### src/rtl/alu_defs.sv
// ALU control codes shared by the ALU and every block that feeds it.
package alu_defs;

  localparam int ALUCTRL_W = 4;

  localparam logic [ALUCTRL_W-1:0] ALUCTRL_AND = 4'b0000;
  localparam logic [ALUCTRL_W-1:0] ALUCTRL_OR  = 4'b0001;
  localparam logic [ALUCTRL_W-1:0] ALUCTRL_ADD = 4'b0010;
  localparam logic [ALUCTRL_W-1:0] ALUCTRL_SUB = 4'b0110;
  localparam logic [ALUCTRL_W-1:0] ALUCTRL_SLT = 4'b0111;
  localparam logic [ALUCTRL_W-1:0] ALUCTRL_NOR = 4'b1100;

  function automatic logic is_supported(input logic [ALUCTRL_W-1:0] ctrl);
    logic ok;
    case (ctrl)
      ALUCTRL_AND, ALUCTRL_OR, ALUCTRL_ADD,
      ALUCTRL_SUB, ALUCTRL_SLT, ALUCTRL_NOR: ok = 1'b1;
      default:                               ok = 1'b0;
    endcase
    return ok;
  endfunction

endpackage

### src/rtl/rr_arbiter.sv
// Combinational round-robin picker: first set request at or after ptr, wrapping.
module rr_arbiter #(
  parameter int NREQ = 2,
  parameter int PW   = (NREQ > 1) ? $clog2(NREQ) : 1
) (
  input  logic [NREQ-1:0] req,
  input  logic [PW-1:0]   ptr,
  output logic [NREQ-1:0] grant,
  output logic [PW-1:0]   idx,
  output logic            valid
);

  localparam logic [PW:0] NREQ_E = (PW+1)'(NREQ);

  logic [2*NREQ-1:0] dbl_s;
  logic [NREQ-1:0]   rot_s;
  logic [PW:0]       off_s;
  logic [PW:0]       sum_s;
  logic [PW:0]       wrap_s;

  // Rotate so that bit 0 of rot_s is the requester at ptr.
  assign dbl_s = {req, req} >> ptr;
  assign rot_s = dbl_s[NREQ-1:0];

  // Priority search over the rotated vector, then map back to an absolute index.
  always_comb begin
    valid  = 1'b0;
    off_s  = '0;
    grant  = '0;
    for (int k = 0; k < NREQ; k++) begin
      off_s = (!valid && rot_s[k]) ? (PW+1)'(k) : off_s;
      valid = valid | rot_s[k];
    end
    sum_s  = {1'b0, ptr} + off_s;
    wrap_s = (sum_s >= NREQ_E) ? (sum_s - NREQ_E) : sum_s;
    idx    = wrap_s[PW-1:0];
    for (int j = 0; j < NREQ; j++) begin
      grant[j] = valid && (idx == PW'(j));
    end
  end

endmodule

### src/rtl/alu_share_arbiter.sv
// Round-robin sharing of one combinational ALU between NREQ requesters,
// one op in flight, registered ALU inputs and registered responses.
module alu_share_arbiter
  import alu_defs::*;
#(
  parameter int NREQ  = 2,
  parameter int WIDTH = 32
) (
  input  logic                      clk,
  input  logic                      rst_n,
  input  logic [NREQ-1:0]           req_valid,
  output logic [NREQ-1:0]           req_ready,
  input  logic [ALUCTRL_W*NREQ-1:0] req_ctrl,
  input  logic [WIDTH*NREQ-1:0]     req_a,
  input  logic [WIDTH*NREQ-1:0]     req_b,
  output logic [ALUCTRL_W-1:0]      alu_ctrl,
  output logic [WIDTH-1:0]          alu_a,
  output logic [WIDTH-1:0]          alu_b,
  input  logic [WIDTH-1:0]          alu_result,
  input  logic                      alu_zero,
  output logic [NREQ-1:0]           rsp_valid,
  input  logic [NREQ-1:0]           rsp_ready,
  output logic [WIDTH-1:0]          rsp_result,
  output logic                      rsp_zero,
  output logic                      rsp_err
);

  localparam int              PW       = (NREQ > 1) ? $clog2(NREQ) : 1;
  localparam logic [PW-1:0]   LAST_IDX = PW'(NREQ - 1);

  typedef enum logic [1:0] {
    ST_IDLE = 2'd0,
    ST_EXEC = 2'd1,
    ST_RESP = 2'd2
  } state_t;

  state_t                 state_r;
  logic [PW-1:0]          ptr_r;
  logic [PW-1:0]          id_r;
  logic [NREQ-1:0]        grant_s;
  logic [PW-1:0]          win_s;
  logic                   found_s;
  logic [ALUCTRL_W-1:0]   win_ctrl_s;
  logic [WIDTH-1:0]       win_a_s;
  logic [WIDTH-1:0]       win_b_s;
  logic [NREQ-1:0]        id_onehot_s;

  rr_arbiter #(
    .NREQ (NREQ),
    .PW   (PW)
  ) u_rr (
    .req   (req_valid),
    .ptr   (ptr_r),
    .grant (grant_s),
    .idx   (win_s),
    .valid (found_s)
  );

  // Accept only while idle; the grant itself is combinational so the op is taken this cycle.
  assign req_ready   = (state_r == ST_IDLE) ? grant_s : '0;
  assign win_ctrl_s  = req_ctrl[32'(win_s)*ALUCTRL_W +: ALUCTRL_W];
  assign win_a_s     = req_a[32'(win_s)*WIDTH +: WIDTH];
  assign win_b_s     = req_b[32'(win_s)*WIDTH +: WIDTH];
  assign id_onehot_s = {{(NREQ-1){1'b0}}, 1'b1} << id_r;

  // Control FSM with registered ALU operands and response holding registers.
  always_ff @(posedge clk or negedge rst_n) begin
    if (!rst_n) begin
      state_r    <= ST_IDLE;
      ptr_r      <= '0;
      id_r       <= '0;
      alu_ctrl   <= '0;
      alu_a      <= '0;
      alu_b      <= '0;
      rsp_valid  <= '0;
      rsp_result <= '0;
      rsp_zero   <= 1'b0;
      rsp_err    <= 1'b0;
    end else begin
      case (state_r)
        ST_IDLE: begin
          if (found_s) begin
            alu_ctrl <= win_ctrl_s;
            alu_a    <= win_a_s;
            alu_b    <= win_b_s;
            id_r     <= win_s;
            ptr_r    <= (win_s == LAST_IDX) ? '0 : (win_s + PW'(1'b1));
            state_r  <= ST_EXEC;
          end
        end
        ST_EXEC: begin
          // The ALU holds stale output on unknown codes, so those get a fixed error response.
          if (is_supported(alu_ctrl)) begin
            rsp_result <= alu_result;
            rsp_zero   <= alu_zero;
            rsp_err    <= 1'b0;
          end else begin
            rsp_result <= '0;
            rsp_zero   <= 1'b1;
            rsp_err    <= 1'b1;
          end
          rsp_valid <= id_onehot_s;
          state_r   <= ST_RESP;
        end
        ST_RESP: begin
          if (rsp_ready[id_r]) begin
            rsp_valid <= '0;
            state_r   <= ST_IDLE;
          end
        end
        default: begin
          rsp_valid <= '0;
          state_r   <= ST_IDLE;
        end
      endcase
    end
  end

endmodule

### config.mk
export PLATFORM = sky130hd
export DESIGN_NAME = alu_share_arbiter
export DESIGN_NICKNAME = d
export VERILOG_FILES = /design/src/rtl/alu_defs.sv /design/src/rtl/rr_arbiter.sv /design/src/rtl/alu_share_arbiter.sv
export SDC_FILE = /design/constraint.sdc
export NUM_CORES = 1
export LEC_CHECK = 0
export BUFFER_PORTS_ARGS = -buffer_cell sky130_fd_sc_hd__buf_2
export CAP_MARGIN = 30
export CORE_ASPECT_RATIO = 0.6
export CORE_UTILIZATION = 30
export DETAILED_ROUTE_END_ITERATION = 10
export PLACE_DENSITY_LB_ADDON = 0.05
export SLEW_MARGIN = 15
export SYNTH_ARGS = -nofsm -noshare
export SYNTH_HDL_FRONTEND = slang
export SYNTH_SLANG_ARGS = --single-unit
export TNS_END_PERCENT = 10
### constraint.sdc
create_clock -name clk -period 4.08 [get_ports clk]
set_input_delay 0.816 -clock clk [delete_from_list [all_inputs] [get_ports clk]]
set_output_delay 0.816 -clock clk [all_outputs]
set_load 0.02 [all_outputs]
==> flow_summary.rst <==
.. list-table::
   :header-rows: 1

   * - Metric
     - Value
   * - Max-cap violations
     - 0
   * - Antenna Nets Post-Route
     - 0
   * - Number of gates resized after cts
     - 0
   * - Antenna diode count
     - 0
   * - Headroom to the max-slew limit
     - 42.9%
   * - Number of different library cells in the post-synthesis netlist
     - 32
   * - Critical path capture point type
     - primary output
   * - Number of enable flip-flop cells after synthesis
     - 0
   * - Max frequency
     - 0.358 GHz
   * - Clock latency on the worst-skew pair
     - 0.35 ns
   * - Number of top-level pins
     - 281
   * - Largest area contributor in the netlist
     - sky130_fd_sc_hd__dfrtp_1
   * - Sequential power share
     - roughly 32%
   * - Post-synthesis instance area
     - between 5000 and 6000 um^2
   * - Sequential area share after synthesis
     - around half
   * - Net count after synthesis
     - about 660
   * - Cells taking the most area after synthesis
     - sky130_fd_sc_hd__dfrtp_1 (50%), sky130_fd_sc_hd__o2111ai_1 (11%), sky130_fd_sc_hd__o2111a_1 (6.9%)
   * - Clock tree root buffer cell
     - sky130_fd_sc_hd__clkbuf_16
   * - Most common cell in the synthesized netlist
     - sky130_fd_sc_hd__dfrtp_1
   * - Share of the clock period used by the worst path
     - ~68%
   * - Total wirelength of the detailed-routed design
     - 19500 um
   * - Worst-margin pin slew
     - 0.857 ns
   * - Setup crit start kind
     - input pin
   * - First-pass iteration count of the detailed router
     - 5
   * - Total instance count after detailed placement
     - around 940
   * - Non-filler instance count after layout
     - 959
   * - Highest metal used
     - met4
   * - Routed via count
     - roughly 5300
   * - Wire length per cell
     - 20.3 um
   * - Area added between synthesis and finish
     - 34.7%
   * - Switching part of the total power
     - 46.8%
   * - Hold-fix buffers at CTS
     - 0
   * - Setup repair after global routing missed its margin
     - no
   * - Power Density
     - ~810 nW/um^2
   * - Buffer depth of the longest clock path
     - 2
   * - Number of antenna violations at the first check in global routing
     - 0
   * - Total CTS buffers
     - 9
   * - Flops & latches, synth
     - 108
   * - Gate count of the mapped netlist
     - 480
   * - Pin count of the biggest net entering global routing
     - approximately 100
   * - Final Hold Vio Count
     - 0
   * - Count of filler cells inserted in the layout
     - 1750
   * - Buffers inserted by post-CTS timing repair
     - 0
   * - Leakage dissipation
     - 3.63 nW
   * - Run status
     - completed
   * - Global placement routability congestion
     - approximately 0.77
   * - Combinational share of power
     - 52.6%
   * - Arrival time of the worst setup path
     - 1.98 ns
   * - Clock skew after layout
     - 0.0125 ns
   * - Maximum vdd drop
     - 359 uV
   * - Height of the die
     - 106 um
   * - Core occupancy in the finished layout
     - approximately two fifths
   * - Multi-input logic area
     - 2400 um^2
   * - Sum of overflow across all layers after global routing
     - 0
   * - Ratio of cells with drive above 1 in the final layout
     - 48.1%
   * - Mean instance size in the synthesized netlist
     - around 11 um^2
   * - TritonCTS clock tree
     - built
   * - Leading cell types by count after synthesis
     - sky130_fd_sc_hd__dfrtp_1 (108), sky130_fd_sc_hd__o2111ai_1 (70), sky130_fd_sc_hd__clkbuf_1 (50)
   * - Post-synth ARST share
     - between 90% and 100%
   * - Flip-flop cell with the highest count after synthesis
     - sky130_fd_sc_hd__dfrtp_1
   * - Time the worst path needs with I/O delays and setup
     - roughly 2.8 ns
   * - Overall die width
     - 175 um
   * - CTS clock-pin slew for the worst setup and hold paths
     - 0.08 ns
   * - Synth top area share
     - 50.0%
   * - DRC violations left
     - 0
   * - Part of the power in the clock network
     - 15.1%
   * - Cell row count
     - 37
   * - Met1 routed wirelength after detailed routing
     - between 8000 and 9000 um
   * - First-pass GRT wire length
     - 30600 um
   * - First-iteration detailed-routing DRC count
     - 336
   * - Sum of met2 wire segment lengths after detailed routing
     - 8660 um
   * - Number of sinks on the clock net
     - 108
   * - Total global-route track usage
     - 20.8%
   * - Initial core utilization
     - 31.1%
   * - Hold WC Path Type
     - input pin to asynchronous set/reset pin
   * - Vias per inst
     - between 5 and 6
   * - Total Die Area
     - 18600 um^2
   * - DP HPWL
     - 12800 um
   * - P_int
     - 3.13 mW
   * - Length of routed met3 wiring
     - approximately 1800 um
   * - Setup violation total in the final timing report
     - 0
   * - Tightest hold margin
     - around 0.46 ns
   * - Critical setup path kind
     - input pin to primary output
   * - Crit path required time
     - approximately 3.3 ns
   * - Power Total
     - between 5 and 6 mW
   * - Number of pins exceeding their max-slew limit in the final report
     - 0
   * - Yosys synthesis warning count
     - 0
   * - Count of nets after finishing
     - 895
   * - Total negative slack
     - 0 ns
   * - Count of input and output buffers
     - 280
   * - Sequential cell area
     - 2700 um^2
   * - Via count of the first global-routing pass
     - around 5500
   * - Maximum net fanout on the critical path
     - 39
   * - Net switching power figure
     - 2.75 mW
   * - Number of H-tree levels
     - 3
   * - Core area
     - 17400 um^2
[critical path: stages]
cell and delay [ns]:
sky130_fd_sc_hd__buf_2 0.63, sky130_fd_sc_hd__maj3_1 0.30, sky130_fd_sc_hd__nor2_1 0.05, sky130_fd_sc_hd__buf_2 0.16
[metrics by stage]
stage | cell area (um^2) | setup slack (ns)
after floorplan | 5410 | 1.42
after global placement | 6940 | 1.30
after detailed placement | 6950 | 1.29
after CTS | 7250 | 1.30
after global routing | 7280 | 1.19
final | 7280 | 1.29
[layout make-up]
cell class | instances | area share, %
Clock inverter | 7 | 1.13
Inverter | 5 | 0.258
Multi-Input combinational cell | 299 | 33.0
Clock buffer | 9 | 3.09
Tap cell | 234 | 4.02
Timing Repair Buffer | 297 | 21.4
Sequential cell | 108 | 37.1
[placed cells by master, fill, tap and decap left out, drive strengths merged]
cell type	n
nand3	35
o2111a	33
nand2b	1
o2111ai	70
o21ai	41
a21o	1
inv	6
clkinvlp	1
maj3	1
a221o	33
nor3b	1
o2bb2ai	2
buf	297
a211oi	3
a21bo	1
nor2b	2
mux2i	35
clkbuf	9
or2	2
clkinv	5
nand2	1
dfrtp	108
a21oi	32
o21a	1
nor2	4
[sequential cells by signal, indices dropped and copies added, names as in the netlist]
signal      count
alu_b          32
alu_ctrl        4
state_r         2
id_r            1
rsp_result     32
rsp_zero        1
rsp_err         1
rsp_valid       2
alu_a          32
ptr_r           1
[cell families after synthesis]
group | share of synthesized area [%]
simple gates | 4.35
flops | 50.0
compound gates | 33.1
mux | 6.48
fa+ha+maj | 0.185
buf+inv | 5.95
[power groups by stage]
stage	logic [mW]	clock network, mW	registers [mW]
floorplan	1.49	0	2.46
global placement	3.02	0	1.90
detailed placement	3.09	0	1.91
CTS	3.08	0.919	1.90
global route	3.35	0.965	1.97
finish	3.10	0.887	1.90
[final timing paths]
check	start	endpoint	slack (ns)	cells after the start
max	req_valid[0]	req_ready[1]	1.29	4
min	rst_n	alu_b[9]	0.46	1
max reg2reg	ptr_r	alu_b[15]	2.06	4
min reg2reg	rsp_err	rsp_err	0.49	2
max in group asynchronous	rst_n	alu_a[2]	2.59	2
min in group clk	rsp_err	rsp_err	0.49	2
[metal layers]
layer  vias to the layer above  GRT usage (%)
met5                         -              0
met4                         0           4.97
met3                        21           6.65
met2                       232           32.0
met1                      2634           28.4
li1                       2443              -
Power figures use the tool's default switching activity.
